## src/rtl/seg_scan_display_if.sv

```systemverilog
// Store bus from the CPU data port to the seven-segment display window.
// Signals: wmem, DAddress, DataIn and memc go towards the display; hit and RdData come back.
interface seg_scan_display_if;
    logic        wmem;
    logic [15:0] DAddress;
    logic [15:0] DataIn;
    logic        memc;
    logic        hit;
    logic [15:0] RdData;

    modport master (
        output wmem, DAddress, DataIn, memc,
        input  hit, RdData
    );

    modport slave (
        input  wmem, DAddress, DataIn, memc,
        output hit, RdData
    );
endinterface

```

## src/rtl/seg_scan_display.sv

```systemverilog
// Memory-mapped four-digit multiplexed seven-segment display driver.
// Ports: CLK, RESET (sync active-low), bus (store/readback), an (digit enables), seg (segments).
module seg_scan_display #(
    parameter logic [15:0] BASE_ADDR = 16'h2000,
    parameter int          SCAN_DIV  = 50000
) (
    input  logic                CLK,
    input  logic                RESET,
    seg_scan_display_if.slave   bus,
    output logic [3:0]          an,
    output logic [7:0]          seg
);
    localparam logic [15:0] LAST = 16'(SCAN_DIV - 1);

    // Each digit: [3:0] hex value, [4] dp on, [5] blank.
    logic [5:0]  digit [4];
    logic [15:0] cnt;
    logic [1:0]  idx;
    logic [1:0]  off;
    logic [1:0]  lo;
    logic [1:0]  hi;
    logic        wrap;
    logic [5:0]  cur;
    logic [6:0]  pat;
    logic [7:0]  seg_d;
    logic        unused_data;

    // Low bits of the difference depend only on the low address bits.
    assign off = bus.DAddress[1:0] - BASE_ADDR[1:0];
    assign lo  = {off[1], 1'b0};
    assign hi  = {off[1], 1'b1};

    assign bus.hit = ({1'b0, bus.DAddress} >= {1'b0, BASE_ADDR}) &&
                     ({1'b0, bus.DAddress} <= ({1'b0, BASE_ADDR} + 17'd3));

    assign bus.RdData = {2'b00, digit[hi], 2'b00, digit[lo]};

    assign wrap = (cnt == LAST);

    assign unused_data = ^{bus.DataIn[15:14], bus.DataIn[7:6]};

    always_comb begin
        cur = digit[idx];
        pat = 7'h7F;
        case (cur[3:0])
            4'h0: pat = 7'h40;
            4'h1: pat = 7'h79;
            4'h2: pat = 7'h24;
            4'h3: pat = 7'h30;
            4'h4: pat = 7'h19;
            4'h5: pat = 7'h12;
            4'h6: pat = 7'h02;
            4'h7: pat = 7'h78;
            4'h8: pat = 7'h00;
            4'h9: pat = 7'h10;
            4'hA: pat = 7'h08;
            4'hB: pat = 7'h03;
            4'hC: pat = 7'h46;
            4'hD: pat = 7'h21;
            4'hE: pat = 7'h06;
            4'hF: pat = 7'h0E;
            default: pat = 7'h7F;
        endcase
        seg_d = cur[5] ? 8'hFF : {~cur[4], pat};
    end

    // an/seg are sampled from the current index and digit contents, so they
    // trail both by one cycle; a write is visible one edge after it lands.
    always_ff @(posedge CLK) begin
        if (!RESET) begin
            for (int i = 0; i < 4; i++) begin
                digit[i] <= 6'b100000;
            end
            cnt <= '0;
            idx <= '0;
            an  <= 4'b1111;
            seg <= 8'hFF;
        end else begin
            cnt <= wrap ? '0 : cnt + 16'd1;
            if (wrap) begin
                idx <= idx + 2'd1;
            end
            an  <= ~(4'b0001 << idx);
            seg <= seg_d;
            if (bus.wmem && bus.hit) begin
                if (bus.memc) begin
                    digit[lo] <= bus.DataIn[5:0];
                    digit[hi] <= bus.DataIn[13:8];
                end else begin
                    digit[off] <= bus.DataIn[5:0];
                end
            end
        end
    end
endmodule
```

## src/flat_wrapper.sv

```systemverilog
// flat-port wrapper written by rule: the top's interface ports become plain ports
module seg_scan_display_flat 
#(
    parameter logic [15:0] BASE_ADDR = 16'h2000,
    parameter int          SCAN_DIV  = 50000
)
  (CLK, RESET, an, seg, bus_wmem, bus_DAddress, bus_DataIn, bus_memc, bus_hit, bus_RdData);
  seg_scan_display_if bus_i ();
  input  logic CLK;
  input  logic RESET;
  output logic [3:0] an;
  output logic [7:0] seg;
  input wire logic [$bits(bus_i.wmem)-1:0] bus_wmem;
  input wire logic [$bits(bus_i.DAddress)-1:0] bus_DAddress;
  input wire logic [$bits(bus_i.DataIn)-1:0] bus_DataIn;
  input wire logic [$bits(bus_i.memc)-1:0] bus_memc;
  output wire logic [$bits(bus_i.hit)-1:0] bus_hit;
  output wire logic [$bits(bus_i.RdData)-1:0] bus_RdData;
  assign bus_i.wmem = bus_wmem;
  assign bus_i.DAddress = bus_DAddress;
  assign bus_i.DataIn = bus_DataIn;
  assign bus_i.memc = bus_memc;
  assign bus_hit = bus_i.hit;
  assign bus_RdData = bus_i.RdData;
  seg_scan_display #(.BASE_ADDR(BASE_ADDR), .SCAN_DIV(SCAN_DIV)) u_core (.CLK(CLK), .RESET(RESET), .bus(bus_i), .an(an), .seg(seg));
endmodule
```

## config.mk

```make
export PLATFORM = sky130hd
export DESIGN_NAME = seg_scan_display_flat
export DESIGN_NICKNAME = d
export VERILOG_FILES = /design/src/rtl/seg_scan_display_if.sv /design/src/rtl/seg_scan_display.sv /design/src/flat_wrapper.sv
export SDC_FILE = /design/constraint.sdc
export NUM_CORES = 1
export LEC_CHECK = 0
export CAP_MARGIN = 30
export CORE_MARGIN = 8
export CORE_UTILIZATION = 50
export CTS_BUF_LIST = sky130_fd_sc_hd__clkbuf_4 sky130_fd_sc_hd__clkbuf_8 sky130_fd_sc_hd__clkbuf_16
export DETAILED_ROUTE_END_ITERATION = 6
export PLACE_DENSITY = 0.85
export SLEW_MARGIN = 15
export SYNTH_ARGS = -nofsm -noshare
export SYNTH_HDL_FRONTEND = slang
export SYNTH_SLANG_ARGS = --single-unit
```

## constraint.sdc

```tcl
create_clock -name CLK -period 2.9 [get_ports CLK]
set_input_delay 0.435 -clock CLK [delete_from_list [all_inputs] [get_ports CLK]]
set_output_delay 0.435 -clock CLK [all_outputs]
set_load 0.02 [all_outputs]
```

==> impl_summary.log <==
[metrics] Cell Area, Placed: 3430 µm²
[metrics] run status: finished clean
[metrics] number of unique standard cell types used by synthesis: 44
[metrics] insertion delay of the later-clocked pin in the worst-skew pair: 310 ps
[metrics] number of warnings issued by yosys: 0
[metrics] final WL: 5.89 mm
[metrics] final-layout setup total negative slack: 0 ps
[metrics] overall power of the completed layout: roughly 1.5 mW
[metrics] kind of critical path: in2out
[metrics] post-synthesis register bit count: 56
[metrics] leading cell types by total area after synthesis: sky130_fd_sc_hd__edfxtp_1, sky130_fd_sc_hd__dfxtp_1, sky130_fd_sc_hd__ha_1
[metrics] post-detail-place hpwl: 4.60 mm
[metrics] antenna violations before repair: 0
[metrics] post-synthesis average cell area: 11.0 µm²
[metrics] effective utilization at floorplan: between 50% and 60%
[metrics] wire length of the first global-routing pass: about 10 mm
[metrics] Avg WL per Cell: 15.3 µm
[metrics] cts-stage hold buffer count: 0
[metrics] max-capacitance violation count: 0
[metrics] Via Count: 2064
[metrics] number of sinks handled by clock tree synthesis: 56
[metrics] placeable core area: 5510 µm²
[metrics] FF-to-FF path depth: 5
[metrics] floorplan die width: between 90 and 100 µm
[metrics] number of global-route vias before repair: between 2k and 2.5k
[metrics] Port Buffer Count: 56
[metrics] maximum number of pins on one net before global-route repair: 19
[metrics] number of enable-type register cells in the synthesized netlist: 24
[metrics] time the worst path needs with I/O delays and setup: 2640 ps
[metrics] finished layout cell area: 3520 µm²
[metrics] number of core rows: 27
[metrics] number of gates resized after cts: 0
[metrics] share of the synthesized area in the top cell type: 25.4%
[metrics] share of the clock period used by the worst path: 91.0%
[metrics] Remaining DRCs: 0
[metrics] summed instance area of the synthesized netlist: ~2800 µm²
[metrics] number of CTS-inserted buffers: 5
[metrics] Yosys top cell by area: sky130_fd_sc_hd__edfxtp_1
[metrics] CP startpoint kind: input port
[metrics] clk root buf: sky130_fd_sc_hd__clkbuf_8
[metrics] clock-pin transition on the worst setup and hold timing paths: 90 ps
[metrics] worst endpoint required time: approximately 2500 ps
[metrics] gate count after technology mapping: 258
[metrics] RSZ-0062 raised after global routing: false
[metrics] share of the yosys chip area belonging to registers: 48.0%
[metrics] data arrival time at the worst-slack endpoint: ~2200 ps
[metrics] overall global routing resource usage: 14.7%
[metrics] average vias per placed instance: 5.38
[metrics] # diodes: 0
[metrics] tightest slew margin relative to the limit: 60.3%
[metrics] Final #Nets: 358
[metrics] most used flip-flop cell after synthesis: sky130_fd_sc_hd__dfxtp_1
[metrics] first-iteration detailed-routing DRC count: 170
[metrics] deepest clock path buffer count: 2
[metrics] pin slew with the least headroom to its limit: 594 ps
[metrics] fraction of layout instances using a drive strength above 1: 9.62%
[metrics] placer congestion estimate: 0.789
[metrics] Tightest Hold Check Type: reg2reg
[metrics] FFs w/ async S/R, synth: 0%
[metrics] Die H: 91.3 µm
[metrics] power density of the placed cells: between 400 and 500 nW/µm²
[metrics] buffer count from post-CTS setup fixing: 0
[metrics] IR drop worst, VDD: 0.000270 V
[metrics] total congestion overflow: 0
[metrics] area grow syn2layout: 24.0%
[metrics] Leak Pwr: between 1 and 1.5 nW
[metrics] Worst R2R End: u_core.seg[1]$_SDFF_PP1_
[metrics] final hold violation count: 0
[metrics] endpoint of the worst setup timing path: bus_hit
[metrics] critical path fanouts, max: 4
[metrics] remaining number of nets flagged by the antenna check after routing: 0
[metrics] achievable clock frequency: 379 MHz
[metrics] # setup viols final: 0
[metrics] H-tree level count: 2
[metrics] TritonCTS clock tree: yes
[metrics] start point of the critical path: bus_DAddress[10]
[metrics] Crit. End Element: primary output
[metrics] Max Slew Vio Count: 0
[metrics] setup slack on the worst flop-to-flop path: roughly 800 ps
[metrics] Total Die Area: 8340 µm²
[metrics] maximum clock skew at final layout: 5.47 ps
[metrics] ports placed on the boundary: 65
[metrics] router iterations before antenna repair: 4
[critical path, cell delays in order]
cell	delay [ps]
sky130_fd_sc_hd__clkdlybuf4s50_1	410
sky130_fd_sc_hd__nor4b_1	300
sky130_fd_sc_hd__nand4_1	240
sky130_fd_sc_hd__inv_1	190
sky130_fd_sc_hd__clkdlybuf4s50_1	630
[worst min-delay path by stage]
stage / from / slack, ps / end / cells after the start
after floorplan: u_core.cnt[0]$_SDFF_PP0_ / 430 / u_core.cnt[0]$_SDFF_PP0_ / 1
after global placement: u_core.cnt[0]$_SDFF_PP0_ / 440 / u_core.cnt[0]$_SDFF_PP0_ / 1
after detailed placement: u_core.cnt[0]$_SDFF_PP0_ / 450 / u_core.cnt[0]$_SDFF_PP0_ / 1
after CTS: u_core.cnt[0]$_SDFF_PP0_ / 470 / u_core.cnt[0]$_SDFF_PP0_ / 1
after global routing: u_core.cnt[0]$_SDFF_PP0_ / 480 / u_core.cnt[0]$_SDFF_PP0_ / 1
final: u_core.cnt[0]$_SDFF_PP0_ / 470 / u_core.cnt[0]$_SDFF_PP0_ / 1
[sequential cells by signal, indices dropped and copies added, names as in the netlist, named ones only]
register	flops
u_core.idx	2
u_core.cnt	16
u_core.an	4
u_core.seg	8
u_core.digit	24
[cells by family after synthesis]
kind of cell	synth area share [%]
other	0.132
AND/OR/NAND/NOR	19.3
buffers and inverters	5.03
adder cells (fa/ha/maj)	4.85
XOR/XNOR	4.32
flip-flops	48.0
multiplexers	12.0
AO/OA/AOI/OAI	6.40
[final cells by class]
| class | count | area, µm² |
|---|---|---|
| clock buffers | 6 | 76.3 |
| clock inverters | 2 | 10.0 |
| fillers | 429 | 1990 |
| inverters | 10 | 37.5 |
| multi-input cells | 177 | 1340 |
| flip-flops and latches | 56 | 1360 |
| well taps | 72 | 90.1 |
| repair buffers | 61 | 598 |
[cells in the mapped netlist, drive strengths merged (2+ instances only)]
cell type  number
clkbuf          8
nor4b           3
dfxtp          32
nand4           6
and4            4
xnor2           3
a21oi           4
nor2           27
nand2b          6
nor4            3
nand3           8
o22ai           2
mux2           13
and2           14
and3            3
o21ai           3
or3             2
xor2           11
ha             11
nor2b           5
o221ai          4
a22oi          10
inv            10
mux4            6
buf            10
mux2i           4
o211ai          2
edfxtp         24
nand2          14
[per-stage QoR]
stage | hold WS, ps | utilization [%] | std cells | setup WS [ps]
CTS | 469 | 63.9 | 384 | 223
global route | 483 | 63.9 | 384 | 103
global placement | 442 | 62.3 | 376 | 264
finish | 466 | 63.9 | 384 | 262
floorplan | 426 | - | 261 | 750
detailed placement | 446 | 62.3 | 376 | 232
[per-layer routing]
metal  global-route usage (%)  part of all wire (%)
met2                     27.0                    51
met3                     3.95                   7.0
met4                     5.73                   1.5
met1                     15.5                    40
met5                        0                     0
[cells in the final DEF, fill, tap and decap left out, types with 4 or more instances in the layout]
cell	instances
sky130_fd_sc_hd__conb_1	4
sky130_fd_sc_hd__clkbuf_8	5
sky130_fd_sc_hd__edfxtp_1	24
sky130_fd_sc_hd__o221ai_1	4
sky130_fd_sc_hd__clkdlybuf4s50_1	56
sky130_fd_sc_hd__nand2_1	14
sky130_fd_sc_hd__ha_1	11
sky130_fd_sc_hd__nor2b_1	5
sky130_fd_sc_hd__dfxtp_1	32
sky130_fd_sc_hd__nand3_1	8
sky130_fd_sc_hd__mux2i_1	4
sky130_fd_sc_hd__a22oi_1	10
sky130_fd_sc_hd__inv_1	10
sky130_fd_sc_hd__nor2_1	27
sky130_fd_sc_hd__nand2b_1	6
sky130_fd_sc_hd__nand4_1	6
sky130_fd_sc_hd__xor2_1	11
sky130_fd_sc_hd__buf_4	5
sky130_fd_sc_hd__mux2_2	12
sky130_fd_sc_hd__and2_1	14
sky130_fd_sc_hd__and4_1	4
sky130_fd_sc_hd__mux4_1	4
sky130_fd_sc_hd__a21oi_1	4
[power breakdown]
group | switching, mW | internal [mW]
registers | 0.0136 | 0.847
clock network | 0.236 | 0.178
logic | 0.108 | 0.117
(Power assumes the default switching activity.)
